File: src/rtl/uart_rx_core.sv
// UART receiver: 2-flop line synchroniser, mid-bit sampling FSM with optional parity
// and 1/2 stop bits, feeding a first-word-fall-through FIFO with a valid/ready read port.
module uart_rx_core #(
   parameter int BaudRate     = 115200,
   parameter int ClockFreqHz  = 50000000,
   parameter int DataBitsSize = 8,
   parameter int ParityBit    = 0,
   parameter int StopBitsSize = 1,
   parameter int FifoDepth    = 8
) (
   input  logic                         clk,
   input  logic                         rst,
   input  logic                         rx_sig,
   output logic [DataBitsSize-1:0]      rx_data,
   output logic                         rx_valid,
   input  logic                         rx_ready,
   output logic [$clog2(FifoDepth):0]   fifo_count,
   output logic                         frame_err,
   output logic                         parity_err,
   output logic                         overrun
);

   localparam int ClksPerBit = ClockFreqHz / BaudRate;
   localparam int CW = $clog2(ClksPerBit);
   localparam int BW = $clog2(DataBitsSize);
   localparam int AW = $clog2(FifoDepth);
   localparam logic [CW-1:0] BitLast  = CW'(ClksPerBit - 1);
   localparam logic [CW-1:0] HalfLast = CW'(ClksPerBit / 2 - 1);
   localparam logic [BW-1:0] DataLast = BW'(DataBitsSize - 1);
   localparam logic          StopLast = (StopBitsSize == 2);

   typedef enum logic [2:0] {WAIT_IDLE, IDLE, START, DATA, PARITY, STOP} state_t;

   state_t                  state, state_n;
   logic                    sync_p0, rxs, prev;
   logic [CW-1:0]           cnt, cnt_n;
   logic [BW-1:0]           bit_idx, bit_n;
   logic                    stop_idx, stop_n;
   logic                    par_bad, par_bad_n;
   logic                    stop_bad, stop_bad_n;
   logic [DataBitsSize-1:0] shreg, shreg_n;
   logic                    push, frame_err_n, parity_err_n;

   logic [DataBitsSize-1:0] mem [FifoDepth];
   logic [AW-1:0]           wr_ptr, rd_ptr;
   logic                    pop, full, wr_en;

   function automatic logic parity_mismatch(input logic [DataBitsSize-1:0] d, input logic p);
      logic x;
      x = (^d) ^ p;
      return (ParityBit == 1) ? !x : x;
   endfunction

   always_ff @(posedge clk or posedge rst) begin
      if (rst) begin
         sync_p0 <= 1'b1;
         rxs     <= 1'b1;
         prev    <= 1'b1;
      end else begin
         sync_p0 <= rx_sig;
         rxs     <= sync_p0;
         prev    <= rxs;
      end
   end

   always_ff @(posedge clk or posedge rst) begin
      if (rst) begin
         state      <= WAIT_IDLE;
         cnt        <= '0;
         bit_idx    <= '0;
         stop_idx   <= 1'b0;
         par_bad    <= 1'b0;
         stop_bad   <= 1'b0;
         frame_err  <= 1'b0;
         parity_err <= 1'b0;
      end else begin
         state      <= state_n;
         cnt        <= cnt_n;
         bit_idx    <= bit_n;
         stop_idx   <= stop_n;
         par_bad    <= par_bad_n;
         stop_bad   <= stop_bad_n;
         frame_err  <= frame_err_n;
         parity_err <= parity_err_n;
      end
   end

   always_ff @(posedge clk) begin
      shreg <= shreg_n;
   end

   always_comb begin
      state_n      = state;
      cnt_n        = (cnt == BitLast) ? '0 : cnt + CW'(1);
      bit_n        = bit_idx;
      stop_n       = stop_idx;
      par_bad_n    = par_bad;
      stop_bad_n   = stop_bad;
      shreg_n      = shreg;
      push         = 1'b0;
      frame_err_n  = 1'b0;
      parity_err_n = 1'b0;
      case (state)
         WAIT_IDLE: begin
            cnt_n = '0;
            if (rxs) state_n = IDLE;
         end
         IDLE: begin
            cnt_n = '0;
            if (prev && !rxs) state_n = START;
         end
         START: begin
            if (cnt == HalfLast) begin
               cnt_n = '0;
               if (rxs) begin
                  state_n = IDLE;
               end else begin
                  state_n    = DATA;
                  bit_n      = '0;
                  stop_n     = 1'b0;
                  par_bad_n  = 1'b0;
                  stop_bad_n = 1'b0;
               end
            end
         end
         DATA: begin
            if (cnt == BitLast) begin
               shreg_n = {rxs, shreg[DataBitsSize-1:1]};
               if (bit_idx == DataLast) state_n = (ParityBit != 0) ? PARITY : STOP;
               else bit_n = bit_idx + BW'(1);
            end
         end
         PARITY: begin
            if (cnt == BitLast) begin
               par_bad_n = parity_mismatch(shreg, rxs);
               state_n   = STOP;
            end
         end
         STOP: begin
            if (cnt == BitLast) begin
               if (stop_idx == StopLast) begin
                  // Framing error wins over parity and forces a wait for an idle line.
                  if (stop_bad || !rxs) begin
                     frame_err_n = 1'b1;
                     state_n     = WAIT_IDLE;
                  end else if (par_bad) begin
                     parity_err_n = 1'b1;
                     state_n      = IDLE;
                  end else begin
                     push    = 1'b1;
                     state_n = IDLE;
                  end
               end else begin
                  stop_bad_n = stop_bad | !rxs;
                  stop_n     = 1'b1;
               end
            end
         end
         default: state_n = WAIT_IDLE;
      endcase
   end

   assign rx_valid = (fifo_count != '0);
   assign rx_data  = rx_valid ? mem[rd_ptr] : '0;
   assign pop      = rx_valid && rx_ready;
   assign full     = (fifo_count == (AW+1)'(FifoDepth));
   assign wr_en    = push && (!full || pop);

   always_ff @(posedge clk or posedge rst) begin
      if (rst) begin
         wr_ptr     <= '0;
         rd_ptr     <= '0;
         fifo_count <= '0;
         overrun    <= 1'b0;
      end else begin
         overrun <= push && full && !pop;
         if (wr_en) wr_ptr <= wr_ptr + AW'(1);
         if (pop)   rd_ptr <= rd_ptr + AW'(1);
         case ({wr_en, pop})
            2'b10:   fifo_count <= fifo_count + (AW+1)'(1);
            2'b01:   fifo_count <= fifo_count - (AW+1)'(1);
            default: fifo_count <= fifo_count;
         endcase
      end
   end

   always_ff @(posedge clk) begin
      if (wr_en) mem[wr_ptr] <= shreg;
   end

endmodule
File: config.mk
export PLATFORM = sky130hd
export DESIGN_NAME = uart_rx_core
export DESIGN_NICKNAME = d
export VERILOG_FILES = /design/src/rtl/uart_rx_core.sv
export SDC_FILE = /design/constraint.sdc
export NUM_CORES = 1
export LEC_CHECK = 0
export CORE_ASPECT_RATIO = 1.1
export CORE_MARGIN = 4
export CORE_UTILIZATION = 25
export CTS_BUF_LIST = sky130_fd_sc_hd__clkbuf_8 sky130_fd_sc_hd__clkbuf_16
export CTS_CLUSTER_SIZE = 10
export DETAILED_ROUTE_END_ITERATION = 7
export PLACE_DENSITY = 0.51
export SETUP_SLACK_MARGIN = 0.3
export SYNTH_ARGS = -nofsm -noshare
export SYNTH_HDL_FRONTEND = slang
export SYNTH_SLANG_ARGS = --single-unit
File: constraint.sdc
create_clock -name clk -period 2.7 [get_ports clk]
set_input_delay 0.27 -clock clk [delete_from_list [all_inputs] [get_ports clk]]
set_output_delay 0.27 -clock clk [all_outputs]
set_load 0.005 [all_outputs]
# Yosys cells after proc, flatten, opt, wreduce, memory -nomap -nowiden
# Memory sizes are Yosys's and may differ from the RTL's.
# Index checks and enable logic that the tools add are counted.
word_totals:
  out_inout_bits: 16
  regBits: 42
  ram_bits: 64
  n_memories: 1
mem_list:
  columns: ["memory", "depth", "word_bits", "read_ports", "rd_ports_with_merged_regs", "wr", "line", "rtl"]
  rows:
  - ["mem", 8, 8, 1, 0, 1, "44", "logic [DataBitsSize-1:0] mem [FifoDepth];"]
classes:
  mux: 47
  bitwise_logic: 2
  add_sub_neg: 6
  eq_ne: 22
  reduce_logical: 24
ops:
  columns: ["cell", "n"]
  rows:
  - ["$mux W3", 12]
  - ["$mux W1", 24]
  - ["$ne A2 B2 Y1 const B", 11]
  - ["$mux W9", 2]
  - ["$pmux W3 S6", 1]
  - ["$pmux W9 S2", 1]
  - ["$reduce_and A5 Y1", 2]
  - ["$add A3 B1 Y3 const B", 3]
  - ["$add A9 B1 Y9 const B", 1]
  - ["$eq A3 B3 Y1 const B", 3]
  - ["$eq A9 B8 Y1 const B", 1]
  - ["$eq A9 B9 Y1 const B", 1]
  - ["$mux W8", 1]
  - ["$pmux W4 S2", 1]
  - ["$reduce_and A4 Y1", 2]
  - ["$reduce_and A8 Y1", 1]
  - ["$reduce_bool A2 Y1", 4]
  - ["$reduce_xor A8 Y1", 1]
  - ["$eq A3 B2 Y1 const B", 2]
  - ["$pmux W1 S2", 3]
  - ["$pmux W3 S2", 1]
  - ["$logic_and A1 B1 Y1", 5]
  - ["$add A4 B1 Y4 const B", 1]
  - ["$eq A4 B4 Y1 const B", 1]
  - ["13 further kinds", 16]

# Logic depth before layout (Yosys ltp)
# Gate-level depths: netlist (run 1).
depth:
  word_depth: 9
  ltp_mapped: 12
  mapped_depth_nobuf: 11

# Worst setup path after synthesis (run 1)
# OpenSTA, ideal clock, no wires.
synth_path:
  path_kind: "register -> register"
  startpoint: "register state[1]"
  endpoint: "memory mem[0][0] (enable)"
  n_path_buf: 2
  path_stages_with_launch: 7
  required_ps: 2305
  arrival_time_ps: 2426
  synth_period_minus_slack_ps: 2820
  path_slack_ps: -120
  cell_sequence: "dfrtp_1 buf_6 or3b_4 nand4b_1 or2_2 clkbuf_1 nor4_1"
synth_between:
  elab_chain_cells: 5
synth_rtl:
  columns: ["item", "line", "rtl"]
  rows:
  - ["from (decl)", "34", "state_t state, state_n;"]
  - ["from (signal assigned)", "77", "state <= state_n;"]
  - ["$eq A3 B3 Y1", "103", "case (state)"]
  - ["$mux W1", "103", null]
  - ["$logic_and A1 B1 Y1", "167", "assign wr_en = push && (!full || pop);"]
  - ["$mux W1", "188", "if (wr_en) mem[wr_ptr] <= shreg;"]
  - ["$mux W1 (implied by the code)", "188", null]
  - ["to (decl)", "44", null]
# No other way between the ends.

# Final worst setup path (run 1)
layout_path:
  startpoint: "register rd_ptr[0]"
  endpoint: "output port rx_data[5]"
layout_between:
  elab_chain_cells: 2
layout_rtl:
  columns: ["item", "line", "rtl"]
  rows:
  - ["from (decl)", "45", "logic [AW-1:0] wr_ptr, rd_ptr;"]
  - ["from (signal assigned)", "178", "if (pop) rd_ptr <= rd_ptr + AW'(1);"]
  - ["$mem_v2 Z8 W8", null, null]
  - ["$mux W8", "164", "assign rx_data = rx_valid ? mem[rd_ptr] : '0;"]
  - ["to (decl)", "14", "output logic [DataBitsSize-1:0] rx_data,"]
# No other way between the ends.

==> results of run 1 <==
## cell families after synthesis
| kind of cell | count (synthesis) | share of synthesized area (%) |
|---|---|---|
| flops | 105 | 65.2 |
| mux | 26 | 10.1 |
| fa+ha+maj | 8 | 2.18 |
| compound gates | 33 | 4.88 |
| simple gates | 95 | 11.1 |
| buf+inv | 25 | 2.23 |
| xor+xnor | 23 | 4.39 |
## layout by cell type, fill, tap and decap left out, drive strengths merged, types with 2 or more instances in the layout
| master | Yosys | routed |
|---|---|---|
| o21ai | 10 | 10 |
| clkbuf | 8 | 10 |
| o31a | 3 | 3 |
| o31ai | 2 | 2 |
| mux4 | 16 | 16 |
| buf | 4 | 26 |
| edfxtp | 72 | 72 |
| clkdlybuf4s50 | 0 | 11 |
| nor2 | 33 | 33 |
| nand2b | 4 | 4 |
| xor2 | 6 | 6 |
| xnor2 | 17 | 17 |
| a22o | 2 | 2 |
| nor4 | 4 | 4 |
| and3 | 4 | 4 |
| bufinv | 0 | 2 |
| mux2i | 9 | 9 |
| or2 | 2 | 2 |
| a21oi | 5 | 5 |
| dlymetal6s2s | 0 | 8 |
| dfrtp | 30 | 30 |
| nand3b | 2 | 2 |
| nor3 | 9 | 9 |
| o21a | 3 | 3 |
| ha | 8 | 8 |
| nand2 | 15 | 15 |
| inv | 13 | 17 |
| nand4b | 2 | 2 |
| nand4 | 3 | 3 |
| nand3 | 4 | 4 |
| nor2b | 3 | 3 |
| dfstp | 3 | 3 |
## worst max-delay path by stage
| stage | startpoint | endpoint | slack (ns) | cells past startpoint |
|---|---|---|---|---|
| after CTS | rd_ptr[0] | rx_data[0] | 0.27 | 5 |
| after global placement | rx_ready | mem[2][6] | 0.39 | 6 |
| after detailed placement | rx_ready | mem[2][4] | 0.37 | 6 |
| after floorplan | state[1] | mem[1][0] | 0.06 | 6 |
| final | rd_ptr[0] | rx_data[5] | 0.43 | 7 |
| after global routing | state[1] | fifo_count[2] | 0.32 | 8 |
## where the power goes
group / internal, mW / switching [mW]
logic: 0.874 / 0.564
clock network: 0.840 / 0.617
registers: 1.80 / 0.224
## worst register-to-register path: stages, from the launching register on
cell                      delay [ns]
sky130_fd_sc_hd__dfrtp_2        0.46
sky130_fd_sc_hd__or3b_4         0.41
sky130_fd_sc_hd__nor4_4         0.30
sky130_fd_sc_hd__nor2_1         0.09
sky130_fd_sc_hd__xor2_1         0.14
sky130_fd_sc_hd__ha_1           0.19
sky130_fd_sc_hd__nor4_1         0.25
sky130_fd_sc_hd__a31oi_1        0.09
sky130_fd_sc_hd__xnor2_1        0.15
## registers in the layout, indices dropped and copies added (netlist names), 3 cells and up
signal      count
bit_idx         3
shreg           8
cnt             9
wr_ptr          3
state           3
rd_ptr          3
fifo_count      4
mem            64
## through the flow
step | instances | utilization [%] | worst slack, ns
after floorplan | 315 | - | 0.0648
after global placement | 574 | 28.8 | 0.387
after detailed placement | 574 | 28.8 | 0.372
after CTS | 591 | 30.8 | 0.268
after global routing | 603 | 31.6 | 0.324
final | 603 | 31.6 | 0.430
## timing repair
action                     CTS  global route
cloned                       0             1
setup endpoints to repair    8            50
setup buffers                1            11
gates resized for setup      1            12
## cell type report
class / instances / area [um^2] / share of cell area, %
Tap cell: 238 / 298 / 5.28
Inverter: 13 / 48.8 / 0.866
Timing Repair Buffer: 46 / 443 / 7.86
Clock inverter: 7 / 116 / 2.06
Sequential cell: 105 / 3000 / 53.2
Clock buffer: 9 / 225 / 3.99
Multi-Input combinational cell: 185 / 1510 / 26.8
## per-layer routing
| metal | wire length (um) | vias to the layer above | GRT usage, % |
|---|---|---|---|
| met5 | 0 | - | 0 |
| met4 | 162 | 0 | 4.14 |
| met3 | 196 | 12 | 2.04 |
| met2 | 4410 | 34 | 14.4 |
| met1 | 3850 | 1299 | 11.0 |
| li1 | - | 1263 | - |
==> summary.log, run 1 <==
INFO  setup_path     critical_path.max_stage_delay=0.46ns
INFO  synthesis      synth_nets=327
INFO  routing        via_per_inst=4.33
INFO  synthesis      number_of_enable_type_register_cells_in_the_synthesized_netlist=72
INFO  timing         grt_setup_unrepaired=no
INFO  synthesis      post_synth_main_area_contributors=sky130_fd_sc_hd__edfxtp_1 47%, sky130_fd_sc_hd__dfrtp_1 16%, sky130_fd_sc_hd__mux4_2 7.8%
INFO  floorplanning  starting_utilization_of_the_core_area=25.7%
INFO  cts            cts_tree=yes
INFO  setup_path     timing.critical_path.from_type=flop
INFO  setup_path     worst-endpoint-arrival=2.00ns
INFO  routing        detail_route.iter0.violations=179
INFO  cts            cts_num_sinks=105
INFO  timing         setup_total_negative_slack=0ns
INFO  setup_path     timing.critical_path.cells=clkbuf_16 -> buf_4 -> buf_4 -> mux4_2 -> mux2i_1 -> nor2_1 -> dlymetal6s2s_1
INFO  cts            cts-htree-levels=3
INFO  cts            clk_pin_slew_worst_paths=0.07ns
INFO  timing         worst_pin_slew=0.677ns
INFO  final_layout   layout-drive-gt1-share=21.4%
INFO  setup_path     cell_type_of_the_slowest_stage_on_the_worst_timing_path=sky130_fd_sc_hd__dfrtp_2
INFO  setup_path     reg2reg_depth=8
INFO  timing         fmax=441MHz
INFO  timing         finalHoldViolations=0
INFO  routing        drt_wl_total=8.62mm
INFO  cts            cts_buffers=9
INFO  synthesis      syn_avg_cell_area=14.6um^2
INFO  setup_path     endpoint_kind=output port
INFO  placement      place_congestion=0.733
INFO  synthesis      ys_async_sr_fraction=31.4%
INFO  setup_path     worst_r2r_endpoint=fifo_count[2]
INFO  cts            hold_buffers=0
INFO  timing         fin_skew=0.00923ns
INFO  synthesis      share_of_the_synthesized_area_in_the_top_cell_type=47.1%
INFO  timing         finalSetupViolCount=0
INFO  global_route   global_route.overflow_total=0
INFO  pwr            cellLeakagePower=2.12nW
INFO  floorplanning  die_width=137um
INFO  routing        drc=0
INFO  global_route   grt_max_degree=34
INFO  synthesis      synth_largest_area_cell=sky130_fd_sc_hd__edfxtp_1
INFO  timing         fin_crit_period=2.27ns
INFO  timing         timing.hold.ws=0.304ns
INFO  cts            cts_buffer_depth=2
INFO  routing        drt_pre_antenna_iters=4
INFO  floorplanning  die_h=150um
INFO  routing        routed_wire_length_per_instance=14.3um
INFO  synthesis      yosysMostFrequentCell=sky130_fd_sc_hd__edfxtp_1
INFO  global_route   grt_first_pass_wirelength=13.9mm
INFO  placement      port-buffer-count=19
INFO  setup_path     timing.critical_path.buf_inv=4
INFO  pwr            post-layout-total-power=4.92mW
INFO  cts            clock_insertion_delay_worst_skew=0.35ns
INFO  run_status     status=finished clean
INFO  placement      dpl-instance-area=5150um^2
INFO  final_layout   finalInstanceArea=5640um^2
INFO  placement      dp_hpwl=5.78mm
INFO  pwr            power.density_cell_area=872nW/um^2
INFO  synthesis      synthFlopType=sky130_fd_sc_hd__edfxtp_1
INFO  floorplanning  top_level_ports=20
INFO  pwr            max-vdd-ir-drop=314uV
INFO  final_layout   antennaDiodeCount=0
INFO  cts            clock_tree.root_cell=sky130_fd_sc_hd__clkbuf_16
INFO  final_layout   fillerInstances=1786
INFO  worst_hold_path worstHoldPathType=in2async
INFO  global_route   grt_pass1_vias=2611
INFO  setup_path     critical_path_data_required_time=2.43ns
INFO  synthesis      cell_area_after_technology_mapping=4590um^2
INFO  routing        ant_nets=0
INFO  setup_path     critical-path-top-delay-family=buffers and inverters
INFO  synthesis      yosys-top-cells-count=72 x sky130_fd_sc_hd__edfxtp_1, 32 x sky130_fd_sc_hd__nor2_1, 30 x sky130_fd_sc_hd__dfrtp_1, 17 x sky130_fd_sc_hd__xnor2_1, 16 x sky130_fd_sc_hd__mux4_2
INFO  setup_path     cpMostUsedCell=sky130_fd_sc_hd__buf_4
INFO  routing        vias=2608
INFO  setup_path     worstSetupPathType=reg2out
INFO  setup_path     regToRegSetupSlack=0.48ns
INFO  floorplanning  fp.coreArea=17900um^2
INFO  synthesis      yosys_warn_count=0
INFO  timing         maxSlewHeadroom=54.6%
INFO  global_route   number_of_antenna_violations_at_the_first_check_in_global_routing=0
INFO  final_layout   nNetsFinal=372
INFO  synthesis      ys_seq_area_share=65.2%
INFO  timing         timing.final.crit_share=84.1%
INFO  synthesis      netlist-cell-type-count=54
INFO  synthesis      syn-instance-count=315
INFO  floorplanning  fp-row-count=51
INFO  setup_path     critical_path.reg2reg.startpoint=state[1]
INFO  timing         timing.final.max_slew_violations=0
INFO  final_layout   flow.area_growth_from_synthesis=22.8%
INFO  synthesis      synth_seq_cells=105
INFO  floorplanning  die-area=20600um^2
INFO  setup_path     crit_fanout=6
INFO  run            number_of_max_cap_violations=0
INFO  global_route   global_route.usage.total=8.80%
No activity file was read; power rests on OpenSTA's default activity.
==> run 2, diff against run 1 <==
--- a/config.mk
+++ b/config.mk
@@ -11,7 +11,7 @@
 export CTS_BUF_LIST = sky130_fd_sc_hd__clkbuf_8 sky130_fd_sc_hd__clkbuf_16
 export CTS_CLUSTER_SIZE = 10
 export DETAILED_ROUTE_END_ITERATION = 7
-export PLACE_DENSITY = 0.51
+export PLACE_DENSITY = 0.5
 export SETUP_SLACK_MARGIN = 0.3
 export SYNTH_ARGS = -nofsm -noshare
 export SYNTH_HDL_FRONTEND = slang
==> constraint.sdc (replaced) <==
create_clock -name clk -period 2.1 [get_ports clk]
set_input_delay 0.21 -clock clk [delete_from_list [all_inputs] [get_ports clk]]
set_output_delay 0.21 -clock clk [all_outputs]
set_load 0.005 [all_outputs]
==> run 2 against run 1 <==
The run now ends with negative setup slack left. Sequential share of layout area down 5.0 points. Sequential power up 20%. Clock-buffer cell count unchanged. Worst setup slack worse by 0.43 ns. Critical path depth unchanged. Via count up 5.9%. Clock skew down 0.0029 ns. Hold slack worse by 0.039 ns. Global-route usage up 0.64 points. Die area unchanged. Power up 36%. Largest power group is now combinational cells. Highest routed layer unchanged.
==> summary.log, run 2 (synthesized netlist as in run 1, its figures left out) <==
INFO  run_status     status=finished with violations
INFO  run_status     violations=negative setup slack
INFO  routing        drc=0 [unchanged]
INFO  global_route   grt_pass1_vias=2806 [+7.5%]
INFO  global_route   grt_most_used_layer=met2
INFO  global_route   global_route.overflow_total=0 [unchanged]
INFO  pwr            post-layout-total-power=6.67mW [+36%]
INFO  timing         fmax=476MHz
INFO  floorplanning  die_h=150um [unchanged]
INFO  timing         timing.final.crit_share=100%
INFO  setup_path     regToRegSetupSlack=0.02ns [-0.46 ns]
INFO  setup_path     worstSetupPathType=reg2out
INFO  final_layout   layout.cells.most_common=sky130_fd_sc_hd__edfxtp_1
INFO  timing         grt_setup_unrepaired=yes
INFO  setup_path     timing.critical_path.cells=buf_6 -> buf_16 -> buf_8 -> mux4_2 -> mux2i_1 -> nor2_1 -> buf_2
INFO  cts            hold_buffers=0 [unchanged]
INFO  final_layout   registers.top_by_ff_count=mem
INFO  setup_path     crit_fanout=6 [unchanged]
INFO  timing         timing.final.max_slew_violations=0 [unchanged]
INFO  placement      dpl-instance-area=5530um^2 [+7.3%]
INFO  global_route   grt_util_met1=11.6% [+0.55 points]
INFO  pwr            max-vdd-ir-drop=455uV [+45%]
INFO  pwr            power.density_cell_area=1070nW/um^2 [+23%]
INFO  final_layout   registers_with_the_most_flip_flops=mem x64, cnt x9, shreg x8
INFO  routing        drt_pre_antenna_iters=4 [unchanged]
INFO  placement      place_congestion=0.736 [+0.37%]
INFO  routing        detail_route.iter0.violations=148 [-17%]
INFO  routing        vias=2763 [+5.9%]
INFO  setup_path     worst-endpoint-arrival=1.89ns [-0.11 ns]
INFO  global_route   global_route.usage.met2=16.1% [+1.8 points]
INFO  routing        via_per_inst=4.33 [+0.13%]
INFO  floorplanning  starting_utilization_of_the_core_area=25.7% [unchanged]
INFO  cts            clk_pin_slew_worst_paths=0.07ns [about the same]
INFO  final_layout   antennaDiodeCount=0 [unchanged]
INFO  floorplanning  fp.coreArea=17900um^2 [unchanged]
INFO  final_layout   finalCoreUtilization=34.7% [+3.2 points]
INFO  final_layout   flow.area_growth_from_synthesis=35.2%
INFO  timing         finalWorstSetupSlack=-0.00284ns [-0.433 ns]
INFO  cts            clock_insertion_delay_worst_skew=0.34ns [about the same]
INFO  setup_path     critical_path.max_stage_delay=0.49ns [+0.03 ns]
INFO  routing        routed_wire_length_per_instance=14.5um [+1.3%]
INFO  routing        ant_nets=0 [unchanged]
INFO  pwr            cellLeakagePower=2.28nW [+7.4%]
INFO  cts            cts_buffer_depth=2 [unchanged]
INFO  final_layout   fillerInstances=1730 [-3.1%]
INFO  timing         finalHoldViolations=0 [unchanged]
INFO  timing         fin_skew=0.00638ns [-0.00285 ns]
INFO  placement      port-buffer-count=19 [unchanged]
INFO  global_route   global_route.usage.met3=1.77% [-0.27 points]
INFO  placement      dp_hpwl=6.10mm [+5.6%]
INFO  cts            cts_num_sinks=105 [unchanged]
INFO  global_route   global_route.usage.total=9.44% [+0.64 points]
INFO  timing         maxSlewHeadroom=64.1% [+9.5 points]
INFO  cts            cts_buffers=9 [unchanged]
INFO  routing        drt_wl_total=9.24mm [+7.2%]
INFO  setup_path     cell_type_of_the_slowest_stage_on_the_worst_timing_path=sky130_fd_sc_hd__mux4_2
INFO  global_route   grt_first_pass_wirelength=14.9mm [+7.2%]
INFO  timing         finalSetupViolCount=1 [+1]
INFO  cts            cts_tree=yes
INFO  final_layout   layout-drive-gt1-share=36.3% [+15 points]
INFO  floorplanning  fp-row-count=51 [unchanged]
INFO  final_layout   layout.cells.most_common_list=72 x sky130_fd_sc_hd__edfxtp_1, 38 x sky130_fd_sc_hd__buf_4, 30 x sky130_fd_sc_hd__dfrtp_1
INFO  worst_hold_path worstHoldPathType=in2async
INFO  final_layout   finalInstanceArea=6210um^2 [+10%]
INFO  cts            clock_tree.root_cell=sky130_fd_sc_hd__clkbuf_16
INFO  floorplanning  die_width=137um [unchanged]
INFO  final_layout   nNetsFinal=407 [+9.4%]
INFO  final_layout   largest_register_ff_count=64 [unchanged]
INFO  global_route   grt_max_degree=34 [unchanged]
INFO  setup_path     timing.critical_path.from_type=flop
INFO  run            number_of_max_cap_violations=0 [unchanged]
INFO  timing         worst_pin_slew=0.538ns [-0.139 ns]
INFO  floorplanning  top_level_ports=20 [unchanged]
INFO  global_route   number_of_antenna_violations_at_the_first_check_in_global_routing=0 [unchanged]
INFO  floorplanning  die-area=20600um^2 [unchanged]
INFO  timing         fin_crit_period=2.10ns
INFO  setup_path     critical_path_data_required_time=1.89ns [-0.54 ns]
INFO  setup_path     endpoint_kind=output port
INFO  placement      pre_cts_ws=-0.142ns [-0.514 ns]
INFO  cts            cts-htree-levels=3 [unchanged]
run 2: cell count changes in the layout (fill, tap and decap cells not counted), sizes merged:
cell	change
clkbuf	-1
clkdlybuf4s50	-1
buf	+45
clkinv	+1
dlymetal6s2s	-8
bufinv	-1
run 2: per-layer routing:
| metal | wire [um] | share of wire (%) | vias up |
|---|---|---|---|
| met5 | 0 | 0 | - |
| met1 | 3910 | 42 | 1393 |
| met4 | 158 | 1.7 | 0 |
| li1 | - | - | 1334 |
| met3 | 224 | 2.4 | 10 |
| met2 | 4960 | 54 | 26 |
run 2: per-stage QoR:
step	setup TNS, ns	hold WS, ns	cells
2_1_floorplan	-8.14	0.214	315
3_3_place_gp	-0.109	0.349	596
3_5_place_dp	-0.382	0.348	596
4_1_cts	-0.438	0.273	629
5_1_grt	-0.935	0.277	638
6_report	-0.00284	0.265	638
run 2: where the power goes:
part / switching, mW / leakage, nW / internal (mW)
combinational: 1.10 / 1.05 / 1.43
sequential: 0.115 / 1.07 / 2.31
clock: 0.768 / 0.152 / 0.948
total: 1.99 / 2.28 / 4.69
run 2: final cells by class:
class / instances / area (um^2) / area share, %
Multi-Input combinational cell: 185 / 1740 / 28.0
Inverter: 13 / 48.8 / 0.786
Clock buffer: 9 / 225 / 3.63
Timing Repair Buffer: 81 / 822 / 13.2
Sequential cell: 105 / 2990 / 48.2
Tap cell: 238 / 298 / 4.80
Clock inverter: 7 / 82.6 / 1.33
run 2: timing repair:
item                                   CTS  global route
setup endpoints to repair              100            96
pin swaps                               24            17
endpoints found under the hold margin    0             0
cloned                                   2             0
resized for setup                       58            18
setup buffers                           15             9
run 2: critical path, delay by kind of cell, from the launching register on:
kind	cells	cell delay (ns)
buffers and inverters	4	0.47
DFF	1	0.38
muxes	2	0.64
and+or+nand+nor	1	0.07
run 2: final timing paths:
path / cells after the start / startpoint / endpoint
max in group asynchronous: 3 / rst / sync_p0
min in group clk: 1 / rx_sig / sync_p0
worst max register to register: 11 / cnt[1] / fifo_count[1]
worst max-delay path: 7 / rd_ptr[0] / rx_data[5]
worst min-delay path: 3 / rst / fifo_count[1]
worst min register to register: 0 / sync_p0 / rxs
==> run 3, diff against run 2 <==
--- a/config.mk
+++ b/config.mk
@@ -5,7 +5,6 @@
 export SDC_FILE = /design/constraint.sdc
 export NUM_CORES = 1
 export LEC_CHECK = 0
-export CORE_ASPECT_RATIO = 1.1
 export CORE_MARGIN = 4
 export CORE_UTILIZATION = 25
 export CTS_BUF_LIST = sky130_fd_sc_hd__clkbuf_8 sky130_fd_sc_hd__clkbuf_16
==> run 3 against run 2 <==
First-iteration DRC count down 8.8%. Global-route usage about the same. Clock skew is 0.0020 ns higher. Hold slack better by 0.0075 ns. Register-to-register slack barely moved. Highest routed layer unchanged. Flip-flop and latch count is the same. Maximum frequency up 1.2%. The flow now finishes without violations. Combinational power fell by 4%. Final cell count down 1.7%.
==> summary.log, run 3 (synthesized netlist as in run 1, its figures left out) <==
INFO  routing        drc=0 [unchanged]
INFO  routing        routed_wire_length_per_instance=14.7um [+1.4%]
INFO  routing        drt_wl_total=9.21mm [-0.39%]
INFO  pwr            logic_gate_share_of_total_power=37.8% [-0.2 points]
INFO  setup_path     worstSetupPathType=reg2reg
INFO  final_layout   layout-drive-gt1-share=35.4% [-0.82 points]
INFO  routing        drt_pre_antenna_iters=4 [unchanged]
INFO  floorplanning  top_level_ports=20 [unchanged]
INFO  placement      port-buffer-count=19 [unchanged]
INFO  global_route   grt_max_degree=34 [unchanged]
INFO  placement      place.detailed.instances=589 [-1.2%]
INFO  pwr            seq_power_share=37.7% [+1.4 points]
INFO  global_route   number_of_antenna_violations_at_the_first_check_in_global_routing=0 [unchanged]
INFO  timing         maxSlewHeadroom=65.4% [+1.2 points]
INFO  setup_path     startpoint=cnt[1]
INFO  final_layout   antennaDiodeCount=0 [unchanged]
INFO  setup_path     critical_path_data_required_time=2.31ns [+0.42 ns]
INFO  worst_hold_path worstHoldPathType=in2async
INFO  cts            clock_tree.root_cell=sky130_fd_sc_hd__clkbuf_16
INFO  setup_path     reg2reg_depth=11 [unchanged]
INFO  setup_path     timing.critical_path.from_type=flop
INFO  pwr            power_report.internal_total=4.50mW [-4.0%]
INFO  run            number_of_max_cap_violations=0 [unchanged]
INFO  routing        via_per_inst=4.42 [+2.0%]
INFO  timing         fin_skew=0.00842ns [+0.00204 ns]
INFO  cts            cts-htree-levels=3 [unchanged]
INFO  final_layout   registers_with_the_most_flip_flops=mem x64, cnt x9, shreg x8
INFO  global_route   global_route.overflow_total=0 [unchanged]
INFO  pwr            power.density_cell_area=1060nW/um^2 [-1.7%]
INFO  timing         timing.final.crit_share=98.9% [-1.2 points]
INFO  final_layout   layout.cells.most_common=sky130_fd_sc_hd__edfxtp_1
INFO  pwr            max-vdd-ir-drop=677uV [+49%]
INFO  floorplanning  starting_utilization_of_the_core_area=25.5% [-0.22 points]
INFO  final_layout   registers.top_by_ff_count=mem
INFO  setup_path     critical_path.reg2reg.startpoint=cnt[1]
INFO  timing         worst_pin_slew=0.519ns [-0.0185 ns]
INFO  timing         timing.final.max_slew_violations=0 [unchanged]
INFO  pwr            power_dissipated_by_switching_net_loads=1.96mW [-1.1%]
INFO  cts            clk_pin_slew_worst_paths=0.08ns [about the same]
INFO  final_layout   final-instance-count-excl-fill=627 [-1.7%]
INFO  timing         timing.hold.ws=0.273ns [+0.00748 ns]
INFO  placement      dpl-instance-area=5530um^2 [about the same]
INFO  final_layout   largest_register_ff_count=64 [unchanged]
INFO  floorplanning  die_width=144um [+4.6%]
INFO  cts            clock_insertion_delay_worst_skew=0.33ns [about the same]
INFO  final_layout   flow.area_growth_from_synthesis=33.2%
INFO  floorplanning  die-area=20600um^2 [about the same]
INFO  routing        vias=2771 [+0.29%]
INFO  pwr            cellLeakagePower=2.24nW [-1.6%]
INFO  timing         finalHoldViolations=0 [unchanged]
INFO  final_layout   finalCoreUtilization=33.9% [-0.82 points]
INFO  routing        ant_nets=0 [unchanged]
INFO  final_layout   fillerInstances=1768 [+2.2%]
INFO  cts            cts_tree=yes
INFO  cts            cts_buffers=9 [unchanged]
INFO  cts            hold_buffers=0 [unchanged]
INFO  setup_path     endpoint_kind=flop
INFO  setup_path     worst-endpoint-arrival=2.29ns [+0.40 ns]
INFO  final_layout   finalInstanceArea=6110um^2 [-1.5%]
INFO  setup_path     crit_fanout=3 [-3]
INFO  timing         finalSetupViolCount=0 [-1]
INFO  floorplanning  fp.coreArea=18000um^2 [+0.88%]
INFO  timing         fin_crit_period=2.08ns [-0.0255 ns]
INFO  pwr            clock_power_share=24.5% [-1.2 points]
INFO  pwr            swShare=30.4% [+0.62 points]
INFO  global_route   grt_pass1_vias=2880 [+2.6%]
INFO  run_status     status=finished clean
INFO  placement      dp_hpwl=6.03mm [-1.2%]
INFO  setup_path     regToRegSetupSlack=0.02ns [about the same]
INFO  placement      place_congestion=0.751 [+2.1%]
INFO  routing        detail_route.iter0.violations=135 [-8.8%]
INFO  pwr            post-layout-total-power=6.46mW [-3.1%]
INFO  cts            cts_buffer_depth=2 [unchanged]
INFO  setup_path     worst_r2r_endpoint=fifo_count[1]
INFO  final_layout   nNetsFinal=405 [-0.49%]
INFO  timing         fmax=481MHz [+1.2%]
INFO  global_route   grt_first_pass_wirelength=15.4mm [+3.3%]
INFO  floorplanning  fp-row-count=49 [-3.9%]
INFO  timing         grt_setup_unrepaired=yes
INFO  cts            cts_num_sinks=105 [unchanged]
INFO  floorplanning  die_h=144um [-4.4%]
INFO  global_route   global_route.usage.total=9.47% [+0.024 points]
INFO  final_layout   layout.cells.most_common_list=72 x sky130_fd_sc_hd__edfxtp_1, 35 x sky130_fd_sc_hd__buf_4, 29 x sky130_fd_sc_hd__dfrtp_1
run 3: critical path, stage by stage, from the launching register on:
cell	delay [ns]
sky130_fd_sc_hd__dfrtp_1	0.39
sky130_fd_sc_hd__inv_2	0.08
sky130_fd_sc_hd__ha_4	0.14
sky130_fd_sc_hd__nand4bb_4	0.12
sky130_fd_sc_hd__nor4_4	0.32
sky130_fd_sc_hd__nor2_1	0.08
sky130_fd_sc_hd__xor2_1	0.15
sky130_fd_sc_hd__ha_1	0.32
sky130_fd_sc_hd__o21ai_1	0.09
sky130_fd_sc_hd__nor2_1	0.05
sky130_fd_sc_hd__a21oi_1	0.11
sky130_fd_sc_hd__o211ai_1	0.09
run 3: final cells by class:
cell class	instances	area (um^2)	share of cell area, %
flip-flops and latches	105	2990	48.9
multi-input cells	185	1720	28.1
repair buffers	79	791	12.9
well taps	229	287	4.69
clock buffers	9	225	3.68
clock inverters	7	53.8	0.880
inverters	13	48.8	0.798
run 3: what timing repair did:
item                                    in CTS  in global routing
cloned                                       2                  0
resized for setup                           66                 11
setup buffers                               17                  3
pin swaps                                   30                 15
endpoints found under the setup margin     100                105
hold endpoints to repair                     0                  0
run 3: power by group through the flow:
stage / sequential, mW / clock (mW) / combinational [mW]
floorplan: 2.44 / 0 / 1.35
global placement: 2.46 / 0 / 2.16
detailed placement: 2.47 / 0 / 2.19
CTS: 2.44 / 1.62 / 2.42
global route: 2.46 / 1.73 / 2.69
finish: 2.44 / 1.59 / 2.44
run 3: worst max-delay path by stage:
stage	end	slack [ns]	cells past startpoint
floorplan	mem[0][0]	-0.24	6
global placement	fifo_count[2]	-0.08	10
detailed placement	fifo_count[2]	-0.09	10
CTS	rx_data[3]	-0.03	6
global route	fifo_count[1]	-0.10	11
finish	fifo_count[1]	0.02	11
run 3: metrics by stage:
step           worst slack (ns)  TNS (ns)
2_1_floorplan            -0.235     -8.14
3_3_place_gp            -0.0834    -0.130
3_5_place_dp            -0.0913    -0.307
4_1_cts                 -0.0275    -0.318
5_1_grt                  -0.100    -0.748
6_report                 0.0227         0
run 3: layer usage:
layer  share of wire [%]  GRT usage (%)  vias up  wire [um]
li1                    -              -     1324          -
met1                  46           12.6     1401       4270
met2                  50           15.7       34       4570
met3                 2.3           1.70       12        215
met4                 1.6           3.02        0        151
met5                   0              0        -          0
